--- config.mk ---
export PLATFORM = sky130hd
export DESIGN_NAME = lsu
export DESIGN_NICKNAME = d
export VERILOG_FILES = /design/src/rtl/lsu.sv
export SDC_FILE = /design/constraint.sdc
export NUM_CORES = 1
export LEC_CHECK = 0
export CORE_UTILIZATION = 40
export CTS_BUF_LIST = sky130_fd_sc_hd__clkbuf_4
export DETAILED_ROUTE_END_ITERATION = 12
export PLACE_DENSITY = 0.77
export SLEW_MARGIN = 20
export SYNTH_ARGS = -nofsm -noshare
export SYNTH_HDL_FRONTEND = slang
export SYNTH_SLANG_ARGS = --single-unit
--- constraint.sdc ---
create_clock -name clk -period 4.46 [get_ports clk]
set_input_delay 1.115 -clock clk [delete_from_list [all_inputs] [get_ports clk]]
set_output_delay 1.115 -clock clk [all_outputs]
set_load 0.05 [all_outputs]
--- src/rtl/lsu.sv ---
`timescale 1ns/1ps
`default_nettype none
// ============================================================================
//  Module   : lsu
//  Purpose  : Load/store unit for the MEM stage of the RISC-V pipeline.
//             Issues one data-bus access at a time over a valid/ready request
//             channel and a valid-only response channel. It places store bytes
//             on the correct lanes and sign- or zero-extends load data. The
//             pipeline is held stalled until the access completes.
//  Revision : 1.0  initial release
// ----------------------------------------------------------------------------
//  Ports
//    clk             in   1   pipeline clock
//    rst_n           in   1   asynchronous active-low reset
//    mem_read        in   1   EX/MEM: instruction is a load
//    mem_write       in   1   EX/MEM: instruction is a store
//    funct3          in   3   size/sign: 000 B, 001 H, 010 W, 100 BU, 101 HU
//    addr            in  32   byte address (ALU result)
//    store_data      in  32   forwarded rs2 value
//    dmem_req_valid  out  1   bus request valid
//    dmem_req_ready  in   1   bus accepts request
//    dmem_addr       out 32   word-aligned bus address
//    dmem_we         out  1   1 = write
//    dmem_wstrb      out  4   byte enables
//    dmem_wdata      out 32   lane-replicated write data
//    dmem_rsp_valid  in   1   read data valid (loads only)
//    dmem_rsp_rdata  in  32   read word
//    lsu_stall       out  1   hold IF/ID/EX and EX/MEM registers
//    load_data       out 32   extended load result
//    lsu_done        out  1   access complete this cycle (pulse)
//    lsu_err         out  1   misaligned / illegal access (pulse with done)
// ============================================================================
module lsu (
  input  logic        clk,
  input  logic        rst_n,
  input  logic        mem_read,
  input  logic        mem_write,
  input  logic [2:0]  funct3,
  input  logic [31:0] addr,
  input  logic [31:0] store_data,
  output logic        dmem_req_valid,
  input  logic        dmem_req_ready,
  output logic [31:0] dmem_addr,
  output logic        dmem_we,
  output logic [3:0]  dmem_wstrb,
  output logic [31:0] dmem_wdata,
  input  logic        dmem_rsp_valid,
  input  logic [31:0] dmem_rsp_rdata,
  output logic        lsu_stall,
  output logic [31:0] load_data,
  output logic        lsu_done,
  output logic        lsu_err
);

  typedef enum logic [1:0] {
    S_IDLE = 2'd0,
    S_REQ  = 2'd1,
    S_WAIT = 2'd2,
    S_DONE = 2'd3
  } state_t;

  localparam logic [2:0] c_F3_B  = 3'b000;
  localparam logic [2:0] c_F3_H  = 3'b001;
  localparam logic [2:0] c_F3_W  = 3'b010;
  localparam logic [2:0] c_F3_BU = 3'b100;
  localparam logic [2:0] c_F3_HU = 3'b101;

  state_t      r_state;
  logic [2:0]  r_funct3;   // access type of the load in flight
  logic [1:0]  r_addr_lo;  // byte offset of the load in flight

  logic        w_op;
  logic        w_legal;
  logic [3:0]  w_wstrb;
  logic [31:0] w_wdata;
  logic [7:0]  w_rsp_byte;
  logic [15:0] w_rsp_half;
  logic [31:0] w_load_ext;

  assign w_op = mem_read | mem_write;

  // Stall is combinational so the pipeline freezes in the very cycle the
  // access appears; it releases on DONE, where the pipeline advances.
  assign lsu_stall = w_op & (r_state != S_DONE);

  // Legality: size must be defined, address naturally aligned, and the
  // unsigned variants only exist for loads.
  always_comb begin
    w_legal = 1'b0;
    case (funct3)
      c_F3_B:  w_legal = 1'b1;
      c_F3_H:  w_legal = ~addr[0];
      c_F3_W:  w_legal = (addr[1:0] == 2'b00);
      c_F3_BU: w_legal = mem_read;
      c_F3_HU: w_legal = mem_read & ~addr[0];
      default: w_legal = 1'b0;
    endcase
  end

  // Store lanes: data is replicated across the word so the byte enables alone
  // select the target lane(s). Loads never enable a write lane.
  always_comb begin
    w_wstrb = 4'b0000;
    w_wdata = store_data;
    case (funct3[1:0])
      2'b00: begin
        w_wstrb = 4'b0001 << addr[1:0];
        w_wdata = {4{store_data[7:0]}};
      end
      2'b01: begin
        w_wstrb = addr[1] ? 4'b1100 : 4'b0011;
        w_wdata = {2{store_data[15:0]}};
      end
      default: begin
        w_wstrb = 4'b1111;
        w_wdata = store_data;
      end
    endcase
    if (!mem_write) begin
      w_wstrb = 4'b0000;
    end
  end

  // Load extraction uses the offset latched at request time, since the
  // address inputs may already be stale while waiting for the response.
  always_comb begin
    w_rsp_byte = dmem_rsp_rdata[7:0];
    case (r_addr_lo)
      2'd0:    w_rsp_byte = dmem_rsp_rdata[7:0];
      2'd1:    w_rsp_byte = dmem_rsp_rdata[15:8];
      2'd2:    w_rsp_byte = dmem_rsp_rdata[23:16];
      default: w_rsp_byte = dmem_rsp_rdata[31:24];
    endcase
    w_rsp_half = r_addr_lo[1] ? dmem_rsp_rdata[31:16] : dmem_rsp_rdata[15:0];
  end

  always_comb begin
    w_load_ext = dmem_rsp_rdata;
    case (r_funct3)
      c_F3_B:  w_load_ext = {{24{w_rsp_byte[7]}}, w_rsp_byte};
      c_F3_H:  w_load_ext = {{16{w_rsp_half[15]}}, w_rsp_half};
      c_F3_BU: w_load_ext = {24'h000000, w_rsp_byte};
      c_F3_HU: w_load_ext = {16'h0000, w_rsp_half};
      default: w_load_ext = dmem_rsp_rdata;
    endcase
  end

  // Control FSM. Bus fields are captured once in IDLE and held untouched
  // until the next access, which keeps them stable across a ready stall.
  always_ff @(posedge clk or negedge rst_n) begin
    if (!rst_n) begin
      r_state        <= S_IDLE;
      r_funct3       <= 3'b000;
      r_addr_lo      <= 2'b00;
      dmem_req_valid <= 1'b0;
      dmem_addr      <= 32'h0000_0000;
      dmem_we        <= 1'b0;
      dmem_wstrb     <= 4'b0000;
      dmem_wdata     <= 32'h0000_0000;
      load_data      <= 32'h0000_0000;
      lsu_done       <= 1'b0;
      lsu_err        <= 1'b0;
    end else begin
      lsu_done <= 1'b0;
      lsu_err  <= 1'b0;
      case (r_state)
        S_IDLE: begin
          if (w_op) begin
            if (w_legal) begin
              dmem_addr      <= {addr[31:2], 2'b00};
              dmem_we        <= mem_write;
              dmem_wstrb     <= w_wstrb;
              dmem_wdata     <= w_wdata;
              r_funct3       <= funct3;
              r_addr_lo      <= addr[1:0];
              dmem_req_valid <= 1'b1;
              r_state        <= S_REQ;
            end else begin
              // Faulting access: report straight away, bus untouched.
              lsu_done <= 1'b1;
              lsu_err  <= 1'b1;
              r_state  <= S_DONE;
            end
          end
        end
        S_REQ: begin
          if (dmem_req_ready) begin
            dmem_req_valid <= 1'b0;
            if (dmem_we) begin
              lsu_done <= 1'b1;
              r_state  <= S_DONE;
            end else begin
              r_state <= S_WAIT;
            end
          end
        end
        S_WAIT: begin
          if (dmem_rsp_valid) begin
            load_data <= w_load_ext;
            lsu_done  <= 1'b1;
            r_state   <= S_DONE;
          end
        end
        S_DONE: begin
          r_state <= S_IDLE;
        end
        default: begin
          r_state <= S_IDLE;
        end
      endcase
    end
  end

endmodule
`default_nettype wire

==> impl_metrics.json <==
{
  "fin_nets": 770,
  "synth-compound-area-share": 0.114,
  "syn_area_sq_mm": 0.00529,
  "place_hpwl_mm": 10.7,
  "synthXorXnorAreaFrac": 0,
  "die_w_um": 117,
  "slew_headroom": 0.436,
  "track_usage": 0.219,
  "synth_cells": 464,
  "status": "complete, no violations",
  "synth_top_family_by_area": "multiplexers",
  "synth_mux_area_frac": 0.224,
  "via_count": 4337,
  "cp_num_cells": 4,
  "start_util": 0.414,
  "fmax_ghz": 0.254,
  "worst_ep_required_time_ns": 3.35,
  "crit_arrival_ns": 2.82,
  "antenna_found_initial": 1,
  "grt_pass1_vias": 4439,
  "cp-end-kind": "output port",
  "crit_path_cell_trace": "clkdlybuf4s50_1 -> nor2_1 -> nor2_1 -> clkdlybuf4s50_1",
  "cts-root-buf": "clkbuf_4",
  "port_buffers": 207,
  "p_leak_nw": 3.16,
  "rows": 41,
  "synth-seq-cells": 109,
  "synthFlopType": "dfrtp_1",
  "cts.sinks": 109,
  "insertion_delay_ns": 0.48,
  "worstSetupStartpointType": "input port",
  "synth_edf_count": 0,
  "cp_max_fo": 6,
  "synth_top_area_share": 0.515,
  "routedWlPerCell_um": 17.5,
  "ys_types": 39,
  "clock_path_buffers": 2,
  "worstMarginPinSlew_ns": 0.847,
  "cts_tree": "built",
  "postCtsSetupBuffers": 0,
  "die_area_sq_mm": 0.0137,
  "worstSetupPathType": "input port to output port",
  "synth_most_common_cell": "dfrtp_1",
  "first_pass_iters": 4,
  "globalplace.congestion": 0.841,
  "htreeDepth": 3,
  "seq_area_frac_synth": 0.515,
  "setup_viol": 0,
  "holdBufCountCts": 0,
  "yosysWarnings": 0,
  "drt-initial-drc-count": 319,
  "hold_violations": 0,
  "tns_ns": 0,
  "viasPerCell": 5.19,
  "io_pins": 210,
  "yosys.area_share.adder": 0.0142,
  "clk_pin_slew_worst_paths_ns": 0.15,
  "grt_setup_unrepaired": "no",
  "overflow": 0,
  "whs_path_depth": 2,
  "post-route-period-util": 0.882,
  "critPathTopFamily": "buffers and inverters",
  "min_period_ns": 3.93,
  "ant_nets": 0,
  "grt_max_degree": 73,
  "max_stage_delay_ns": 0.71,
  "stdcell_area_sq_mm": 0.00763,
  "place_area_sq_mm": 0.00746,
  "cts_buffers": 9,
  "grt_pass1_wl_mm": 22.5,
  "finClkSkew_ns": 0.0127,
  "core_sq_mm": 0.0128,
  "ctsResizeCount": 0,
  "rr_worst_depth": 4,
  "slew_violations": 0,
  "drc": 0,
  "synth_common_cells": "dfrtp_1 (109), mux2_2 (81), nand2_1 (49)",
  "antenna_cells": 0,
  "synthTopCellsByArea": "dfrtp_1 (52%), mux2_2 (17%), nand2_1 (3.5%)",
  "hold_class": "flop to flop",
  "synthSimpleGateAreaFrac": 0.0880,
  "path_buf_inv": 2,
  "area_growth_pct": 44.2,
  "syn_area_per_cell_sq_um": 11.4,
  "powerDensity_mw_per_mm2": 818,
  "peakVddDrop_v": 0.000521,
  "wl_mm": 14.7,
  "dieHeight_um": 117,
  "async_flop_share": 1.00,
  "synth_top_cell_by_area": "dfrtp_1",
  "slowest_stage": "clkdlybuf4s50_1",
  "maxCapViolations": 0,
  "drive_gt1_frac": 0.170
}
## layout by cell type (no fill, tap or decap), types with 2 or more instances in the layout
cell type        instances
o21a_1                   3
a22oi_1                  6
conb_1                   2
nor2_1                  25
mux2i_1                 16
nor2b_1                  4
dfrtp_1                109
ha_1                     6
or3_1                    7
a211oi_1                17
nor3_1                   3
bufinv_16                2
inv_1                   11
a21oi_1                 28
clkbuf_4                12
mux2_1                   8
nand2b_1                 7
mux2_2                  81
o21ai_0                 35
clkdlybuf4s50_1        206
buf_4                    7
nand2_1                 49
## flip-flops by register name (all words and copies together), names as in the netlist
name,flops
r_funct3,3
dmem_wstrb,4
r_state,2
lsu_done,1
dmem_we,1
load_data,32
lsu_err,1
dmem_addr,30
dmem_req_valid,1
dmem_wdata,32
r_addr_lo,2
## where the power goes
group | switching [W] | total [W] | internal (W)
combinational | 0.00249 | 0.00387 | 0.00138
sequential | 0.000316 | 0.00179 | 0.00148
clock | 0.000331 | 0.000577 | 0.000246
## per-stage QoR
stage | util | power, W | instances | worst slack (ns) | hold slack (ns)
2_1_floorplan | - | 0.00436 | 465 | 1.51 | 0.505
3_3_place_gp | 0.584 | 0.00561 | 820 | 0.587 | 0.463
6_report | 0.597 | 0.00624 | 836 | 0.526 | 0.503
3_5_place_dp | 0.584 | 0.00570 | 820 | 0.519 | 0.470
4_1_cts | 0.597 | 0.00628 | 836 | 0.519 | 0.505
5_1_grt | 0.597 | 0.00655 | 836 | 0.410 | 0.526
## final timing paths
| kind | to | from | slack, ns |
|---|---|---|---|
| worst max-delay path | lsu_stall | mem_write | 0.53 |
| worst min-delay path | load_data[6] | load_data[6] | 0.50 |
| min in group asynchronous | load_data[4] | rst_n | 0.70 |
| max in group asynchronous | load_data[23] | rst_n | 2.88 |
| worst max register to register | load_data[18] | r_addr_lo[1] | 1.88 |
| worst min register to register | load_data[6] | load_data[6] | 0.50 |
## routing by layer
layer	track usage	share of wire	routed length [um]
met5	0	0	0
met4	0.110	0.029	429
met3	0.0886	0.11	1570
met2	0.353	0.47	6890
met1	0.254	0.39	5760
## kinds of logic after synthesis
family | count (synthesis)
flops | 109
mux | 106
compound gates | 98
simple gates | 102
buf+inv | 42
other cells | 1
fa+ha+maj | 6
## cell type report
cell class	count	area, sq um
flip-flops and latches	109	2730
inverters	11	41.3
multi-input cells	314	2350
clock buffers	12	90.1
repair buffers	214	2130
well taps	172	215
fillers	1034	5140
clock inverters	4	72.6
## worst register-to-register path: stages (launching register included)
cell and delay [ns]:
dfrtp_1 0.76, mux4_2 0.57, nor3b_2 0.20, a311oi_4 0.73, a211oi_1 0.18
Note: power is estimated with default switching activity, not from simulation.
